## src/rtl/endstop_conditioner.sv

```systemverilog
// Endstop/limit-switch conditioner: 2-flop sync, stability-counter debounce, set/reset pulses.
// Optional rejected-transition counter when ENDSTOP_GLITCH_COUNT_EN is defined.
module endstop_conditioner #(
  parameter int DEBOUNCE_CYCLES = 50000,
  parameter bit ACTIVE_LOW      = 1'b1,
  localparam int CNT_W          = $clog2(DEBOUNCE_CYCLES + 1)
) (
  input  logic       i_clk,
  input  logic       i_reset,
  input  logic       i_switch_raw,
  input  logic       i_clear,
  output logic       o_level,
  output logic       o_set_pulse,
`ifdef ENDSTOP_GLITCH_COUNT_EN
  output logic [7:0] o_glitch_count,
`endif
  output logic       o_reset_pulse
);

  typedef enum logic [1:0] {
    REL_STABLE  = 2'd0,
    PRESS_CHECK = 2'd1,
    PRS_STABLE  = 2'd2,
    REL_CHECK   = 2'd3
  } state_t;

  localparam logic [CNT_W-1:0] CNT_ONE  = CNT_W'(1);
  localparam logic [CNT_W-1:0] CNT_LAST = CNT_W'(DEBOUNCE_CYCLES - 1);
  localparam logic             RAW_REL  = ACTIVE_LOW;

  state_t           r_state;
  logic [CNT_W-1:0] r_cnt;
  logic             r_sync1, r_sync2, r_clear_d;
  logic             r_level, r_set_pulse, r_reset_pulse;
  logic             w_s, w_clear_rise, w_set_evt;

  // Synchronisers start at the released level so reset never looks like a press.
  always_ff @(posedge i_clk or posedge i_reset) begin
    if (i_reset) begin
      r_sync1   <= RAW_REL;
      r_sync2   <= RAW_REL;
      r_clear_d <= 1'b0;
    end else begin
      r_sync1   <= i_switch_raw;
      r_sync2   <= r_sync1;
      r_clear_d <= i_clear;
    end
  end

  assign w_s          = ACTIVE_LOW ? ~r_sync2 : r_sync2;
  assign w_clear_rise = i_clear & ~r_clear_d;
  assign w_set_evt    = (r_state == PRESS_CHECK) && w_s && (r_cnt == CNT_LAST);

  always_ff @(posedge i_clk or posedge i_reset) begin
    if (i_reset) begin
      r_state       <= REL_STABLE;
      r_cnt         <= '0;
      r_level       <= 1'b0;
      r_set_pulse   <= 1'b0;
      r_reset_pulse <= 1'b0;
    end else begin
      r_set_pulse   <= 1'b0;
      // Set wins over a coincident clear; a clear while pressed is dropped.
      r_reset_pulse <= w_clear_rise & ~r_level & ~w_set_evt;
      case (r_state)
        REL_STABLE: if (w_s) begin
          r_state <= PRESS_CHECK;
          r_cnt   <= CNT_ONE;
        end
        PRESS_CHECK: if (!w_s) begin
          r_state <= REL_STABLE;
          r_cnt   <= '0;
        end else if (r_cnt == CNT_LAST) begin
          r_state     <= PRS_STABLE;
          r_cnt       <= '0;
          r_level     <= 1'b1;
          r_set_pulse <= 1'b1;
        end else begin
          r_cnt <= r_cnt + CNT_ONE;
        end
        PRS_STABLE: if (!w_s) begin
          r_state <= REL_CHECK;
          r_cnt   <= CNT_ONE;
        end
        REL_CHECK: if (w_s) begin
          r_state <= PRS_STABLE;
          r_cnt   <= '0;
        end else if (r_cnt == CNT_LAST) begin
          r_state <= REL_STABLE;
          r_cnt   <= '0;
          r_level <= 1'b0;
        end else begin
          r_cnt <= r_cnt + CNT_ONE;
        end
        default: begin
          r_state <= REL_STABLE;
          r_cnt   <= '0;
        end
      endcase
    end
  end

  assign o_level       = r_level;
  assign o_set_pulse   = r_set_pulse;
  assign o_reset_pulse = r_reset_pulse;

`ifdef ENDSTOP_GLITCH_COUNT_EN
  logic       w_glitch;
  logic [7:0] r_glitch_count;

  assign w_glitch = ((r_state == PRESS_CHECK) && !w_s) || ((r_state == REL_CHECK) && w_s);

  always_ff @(posedge i_clk or posedge i_reset) begin
    if (i_reset)                              r_glitch_count <= 8'd0;
    else if (w_glitch && r_glitch_count != 8'hFF) r_glitch_count <= r_glitch_count + 8'd1;
  end

  assign o_glitch_count = r_glitch_count;
`endif

endmodule

```

## config.mk

```make
export PLATFORM = sky130hd
export DESIGN_NAME = endstop_conditioner
export DESIGN_NICKNAME = d
export VERILOG_FILES = /design/src/rtl/endstop_conditioner.sv
export SDC_FILE = /design/constraint.sdc
export NUM_CORES = 1
export LEC_CHECK = 0
export ABC_CLOCK_PERIOD_IN_PS = 2700
export BUFFER_PORTS_ARGS = -buffer_cell sky130_fd_sc_hd__buf_2
export CORE_UTILIZATION = 48
export CTS_BUF_LIST = sky130_fd_sc_hd__clkbuf_2 sky130_fd_sc_hd__clkbuf_4 sky130_fd_sc_hd__clkbuf_8
export DETAILED_ROUTE_END_ITERATION = 7
export PLACE_DENSITY = 0.65
export SYNTH_ARGS = -nofsm -noshare
export SYNTH_HDL_FRONTEND = slang
export SYNTH_SLANG_ARGS = --single-unit
```

## constraint.sdc

```tcl
create_clock -name i_clk -period 2.7 [get_ports i_clk]
set_input_delay 0.135 -clock i_clk [delete_from_list [all_inputs] [get_ports i_clk]]
set_output_delay 0.135 -clock i_clk [all_outputs]
set_load 0.02 [all_outputs]
```

### Word-level counts from Yosys, hierarchy flattened

Cells that the tools add are included.

| storage, ports and cells | value |
|---|---|
| bits in registers | 24 |
| latch bits | 0 |
| memory bits (writable) | 0 |
| bits in read-only memories | 0 |
| input bits | 4 |
| word-level logic and storage cells | 56 |
| memories | 0 |

| operators by class | value |
|---|---|
| add/sub/neg operators | 1 |
| multipliers | 0 |
| divide/modulo/power cells | 0 |
| order comparisons | 0 |
| equality and inequality tests | 12 |
| shift operators | 0 |
| multiplexer cells | 21 |
| bitwise gates (word level) | 7 |
| reductions and logical operators | 7 |

Operators by type and width:

| operator | count |
|---|---|
| 16-bit two-way mux | 5 |
| 16-bit case mux with 4 select lines | 1 |
| 16-bit by 1-bit adder with 16-bit output, second input constant | 1 |
| 16-bit equality test, second input constant | 1 |
| 2-bit two-way mux | 6 |
| 2-bit != test, second input constant | 5 |
| 2-bit case mux with 4 select lines | 1 |
| 1-bit two-way mux | 7 |
| 5-bit AND reduction | 1 |
| 2-bit equality test, second input constant | 2 |
| 1-bit NOT | 4 |
| 4-bit AND reduction | 1 |
| 1-bit AND | 3 |
| 3-bit by 2-bit != test with 1-bit output, second input constant | 1 |
| 3-bit != test, second input constant | 1 |
| 2-bit by 1-bit equality test with 1-bit output, second input constant | 1 |
| 1-bit logical AND | 2 |
| 2-bit zero test | 1 |
| 2-bit by 1-bit != test with 1-bit output, second input constant | 1 |
| 1-bit case mux with 2 select lines | 1 |
| 2-bit AND reduction | 1 |
| 2-bit nonzero test | 1 |

### Logic depth before layout (Yosys ltp)

| depth | value |
|---|---|
| word-level depth | 5 |
| mapped depth | 7 |

### Worst setup path after synthesis

No wires, ideal clock.

| timing | value |
|---|---|
| kind | flip-flop to flip-flop |
| from | register r_cnt[13] |
| to | register r_cnt[7] |
| setup time | 122 ps |
| arrival | 1,863 ps |
| required time | 2,578 ps |
| slack | 715 ps |
| stages on the path, launching flop included | 7 |
| path through | dfrtp_1 or4b_4 nor4_4 nor2_2 buf_6 a21o_1 a32o_1 |

| between the ends | value |
|---|---|
| word-level cells in the longest chain between the ends | 4 |
| elaborated cells on any way between the ends | 5 |
| those cells by class | 1 x eq/ne; 4 x mux |

Ends and longest elaborated chain:

| element | line | text |
|---|---|---|
| start: declaration | 32 | `logic [CNT_W-1:0] r_cnt;` |
| start signal: assignment | 79 | `r_cnt <= r_cnt + CNT_ONE;` |
| start signal: assignment | 93 | `r_cnt <= r_cnt + CNT_ONE;` |
| 16-bit equality test * | 73, 88 |  |
| 16-bit two-way mux * | 73, 88 |  |
| 16-bit two-way mux, on equally long branches | 85, 70 |  |
| 16-bit case mux with 4 select lines * | 65 | `case (r_state)` |

Every way passes the cells marked *; elsewhere a longest branch is shown, timed or not.
A chain may end at the register's enable or synchronous reset.

### Worst setup path in the final report

| timing | value |
|---|---|
| from | register r_cnt[10] |
| to | register r_cnt[7] |

Same word-level chain as after synthesis.

==> metrics.md <==
| Metric | Value |
|---|---|
| Outcome | finished with violations |
| Failing checks | hold timing |
| Synthesized area per cell | slightly above 9 µm² |
| F_max | about 450 MHz |
| Max-cap violations | 0 |
| CTS sink count | 24 |
| Layout net count | around 150 |
| Placed instance count | 161 |
| Resized cells post-CTS | 0 |
| Reg clk slew, reported paths | 0.13 ns |
| Main combinational cell family by area after synthesis | simple AND/OR/NAND/NOR gates |
| Final WL | roughly 2500 µm |
| WS Path Type | flip-flop to flip-flop |
| CP endpoint kind | flip-flop |
| R2R cell count | 5 |
| Post-Synth Adder-Cell Area | 1.03% |
| Internal cell power | 579 µW |
| Hold Fails Final Rpt | 22 |
| R2R Path End | r_cnt[7] |
| Ant. Diodes | 0 |
| # setup viols final | 0 |
| Total number of vias | 1,005 |
| Setup tns final | 0 ns |
| Total core area | 2300 µm² |
| Compound-Gate Fraction of Synth Area | 18.1% |
| Crit path time final | 2.24 ns |
| Reg2Reg Setup Slack | 0.46 ns |
| Synthesized instance count | 132 |
| Slew margin rel. | about two fifths |
| CTS tree | yes |
| Yosys top cell area share | about 45% |
| Post-synthesis sequential area ratio | 49.4% |
| Post-synthesis register bit count | 24 |
| Gr ovfl total | 0 |
| GPL Wtd Cong | just under 0.9 |
| Unrepaired setup endpoints after global routing | false |
| Antenna violations before repair | 0 |
| Rows | 17 |
| Total CTS buffers | 3 |
| Top_reg_cell synth | dfrtp_1 |
| Comb power frac | a little under a third |
| Postcts setup bufs | 0 |
| Die width | 52.4 µm |
| Cells along the critical path | or4b_1 > nor4_4 > nor2_2 > a21o_1 > a32o_1 |
| Commonest non-fill, non-tap cells in the layout | dfrtp_1, nand2_1, nor2_1 |
| Area grow syn2layout | 7.69% |
| Clock Skew | 0.00430 ns |
| H-tree Lvls | 1 |
| Worst Path Max Fanout | 20 |
| Clk pwr share | roughly a fifth |
| Yosys warns | 0 |
| Simple-Gate Fraction of Synth Area | 27.0% |
| Worst min-delay path class | input port to async pin |
| First-pass GRT wire length | 4360 µm |
| Worst Setup Start Kind | flip-flop |
| Port bufs | 6 |
| Static Leak | approximately 0.55 nW |
| Post-synth top area cell | dfrtp_1 |
| Multiplexer share of the synthesized area | 0% |
| Overall power | about 920 µW |
| Actual slew at the worst max-slew pin | 0.883 ns |
| Sw frac | 37.0% |
| Die ar. | roughly 2700 µm² |
| Pwr per Cell Area | 699 nW/µm² |
| Worst Path Required | 2.91 ns |
| CTS root buf | clkbuf_4 |
| Number of global-route vias before repair | 944 |
| CP arrival | 2.44 ns |
| Drt pass-1 iters | 4 |
| DR vias/cell | 6.02 |
| Mapped Area | about 1200 µm² |
| Cts hold-fix bufs | 2 |
| DRT antenna net count | 0 |
| CP max-delay cell | or4b_1 |
| Worst-skew pair later-pin latency | 0.31 ns |
| Initial Util | 53.1% |
| Post-Synth XOR/XNOR Area | 0.718% |
| Max stage delay on crit path | 0.59 ns |
| Synthesized net count | 137 |
| Global Route Usage Sum | 22.0% |
| Final hold slack | -0.0128 ns |
| EDFF count, synth | 0 |
| Largest net degree at the start of global routing | 25 |
| CTS max path bufs | 2 |
| Async S/R FF share, synth | 100% |
| CP startpoint | r_cnt[10] |
| Cell Count, Final, Fillers Out | approximately 170 |
| Netlist cell types | 37 |
| Drt drc | 0 |
| DR WL/cell | 14.8 µm |
| Die height | about 52 µm |
| # IOs | 7 |
| P_sw | ~340 µW |
| Part of the power in registers | 48.2% |
| VDD IR max | 546 µV |
| Initial DRC Count | 41 |
| Synth top area cells | dfrtp_1, nand2_1, dfstp_2, a21oi_1, a31oi_1 |
| Fin. max-slew vios | 0 |
| Worst reg2reg path startpoint | r_cnt[10] |
| Fin crit share | roughly 83% |
| Layout cells sized above 1 | between 10% and 20% |
| Most common cell after layout, fill and taps aside | dfrtp_1 |
| Final HPWL DP | about 1700 µm |
==> power groups by stage <==
stage	combinational (mW)	clock, mW	sequential, mW
after floorplan	0.258	0	0.431
after global placement	0.281	0	0.448
after detailed placement	0.283	0	0.450
after CTS	0.287	0.193	0.443
after global routing	0.323	0.212	0.452
final	0.288	0.188	0.443
==> cell usage after synthesis (2+ instances only) <==
cell type and number:
a21o_1 2, nand3_1 8, o21ai_0 9, or3_1 5
clkbuf_1 3, or2_2 2, nor3_1 4, nand4_1 3
a21oi_1 10, inv_1 5, a31oi_1 8, nand2_1 15
nor4_1 2, dfrtp_1 22, dfstp_2 2, nor2_1 11
==> state kept, by name, indices dropped and copies added (netlist names), named ones only <==
| name | flops |
|---|---|
| o_reset_pulse | 1 |
| r_sync2 | 1 |
| o_level | 1 |
| r_state | 1 |
| r_sync1 | 1 |
| r_cnt | 16 |
| r_clear_d | 1 |
| o_set_pulse | 1 |
==> cells by family after synthesis <==
kind of cell,Yosys count
flops,24
xor+xnor,1
fa+ha+maj,1
compound gates,36
buf+inv,10
simple gates,60
==> stage by stage <==
stage / worst slack [ns] / cell area [µm²] / hold slack [ns] / utilization [%]
after detailed placement: 0.509 / 1260 / 0.243 / 54.7
after global placement: 0.563 / 1260 / 0.240 / 54.7
after floorplan: 0.715 / 1220 / 0.139 / -
after CTS: 0.479 / 1310 / 0.0213 / 57.2
final: 0.462 / 1310 / -0.0128 / 57.2
after global routing: 0.360 / 1310 / 0.0687 / 57.2
==> worst max path at each step <==
| stage | endpoint | slack [ns] | cells past startpoint |
|---|---|---|---|
| 6_report | r_cnt[7] | 0.46 | 5 |
| 3_5_place_dp | r_cnt[7] | 0.51 | 5 |
| 5_1_grt | r_cnt[7] | 0.36 | 5 |
| 3_3_place_gp | r_cnt[7] | 0.56 | 5 |
| 2_1_floorplan | r_cnt[7] | 0.72 | 6 |
| 4_1_cts | r_cnt[7] | 0.48 | 5 |
==> cell type report <==
class                      count  area, µm²
fill                         206        983
sequential                    24        603
clock buffer                   4       36.3
tap                           28       35.0
inverter                       5       18.8
multi-input combinational     98        571
timing repair buffer           8       50.0
==> metal layers <==
layer  track usage [%]  part of all wire, %  wire [µm]
met5                 0                    0          0
met4              8.77                 0.69         17
met3              3.48                  3.6         88
met2              34.0                   45       1120
met1              30.5                   50       1250
==> critical path, delay by kind of cell, from the launching register on <==
| kind | cells | cell delay (ns) |
|---|---|---|
| AND/OR/NAND/NOR | 3 | 1.25 |
| flip-flops | 1 | 0.45 |
| AO/OA/AOI/OAI | 2 | 0.42 |
Power figures use the tool's default switching activity.
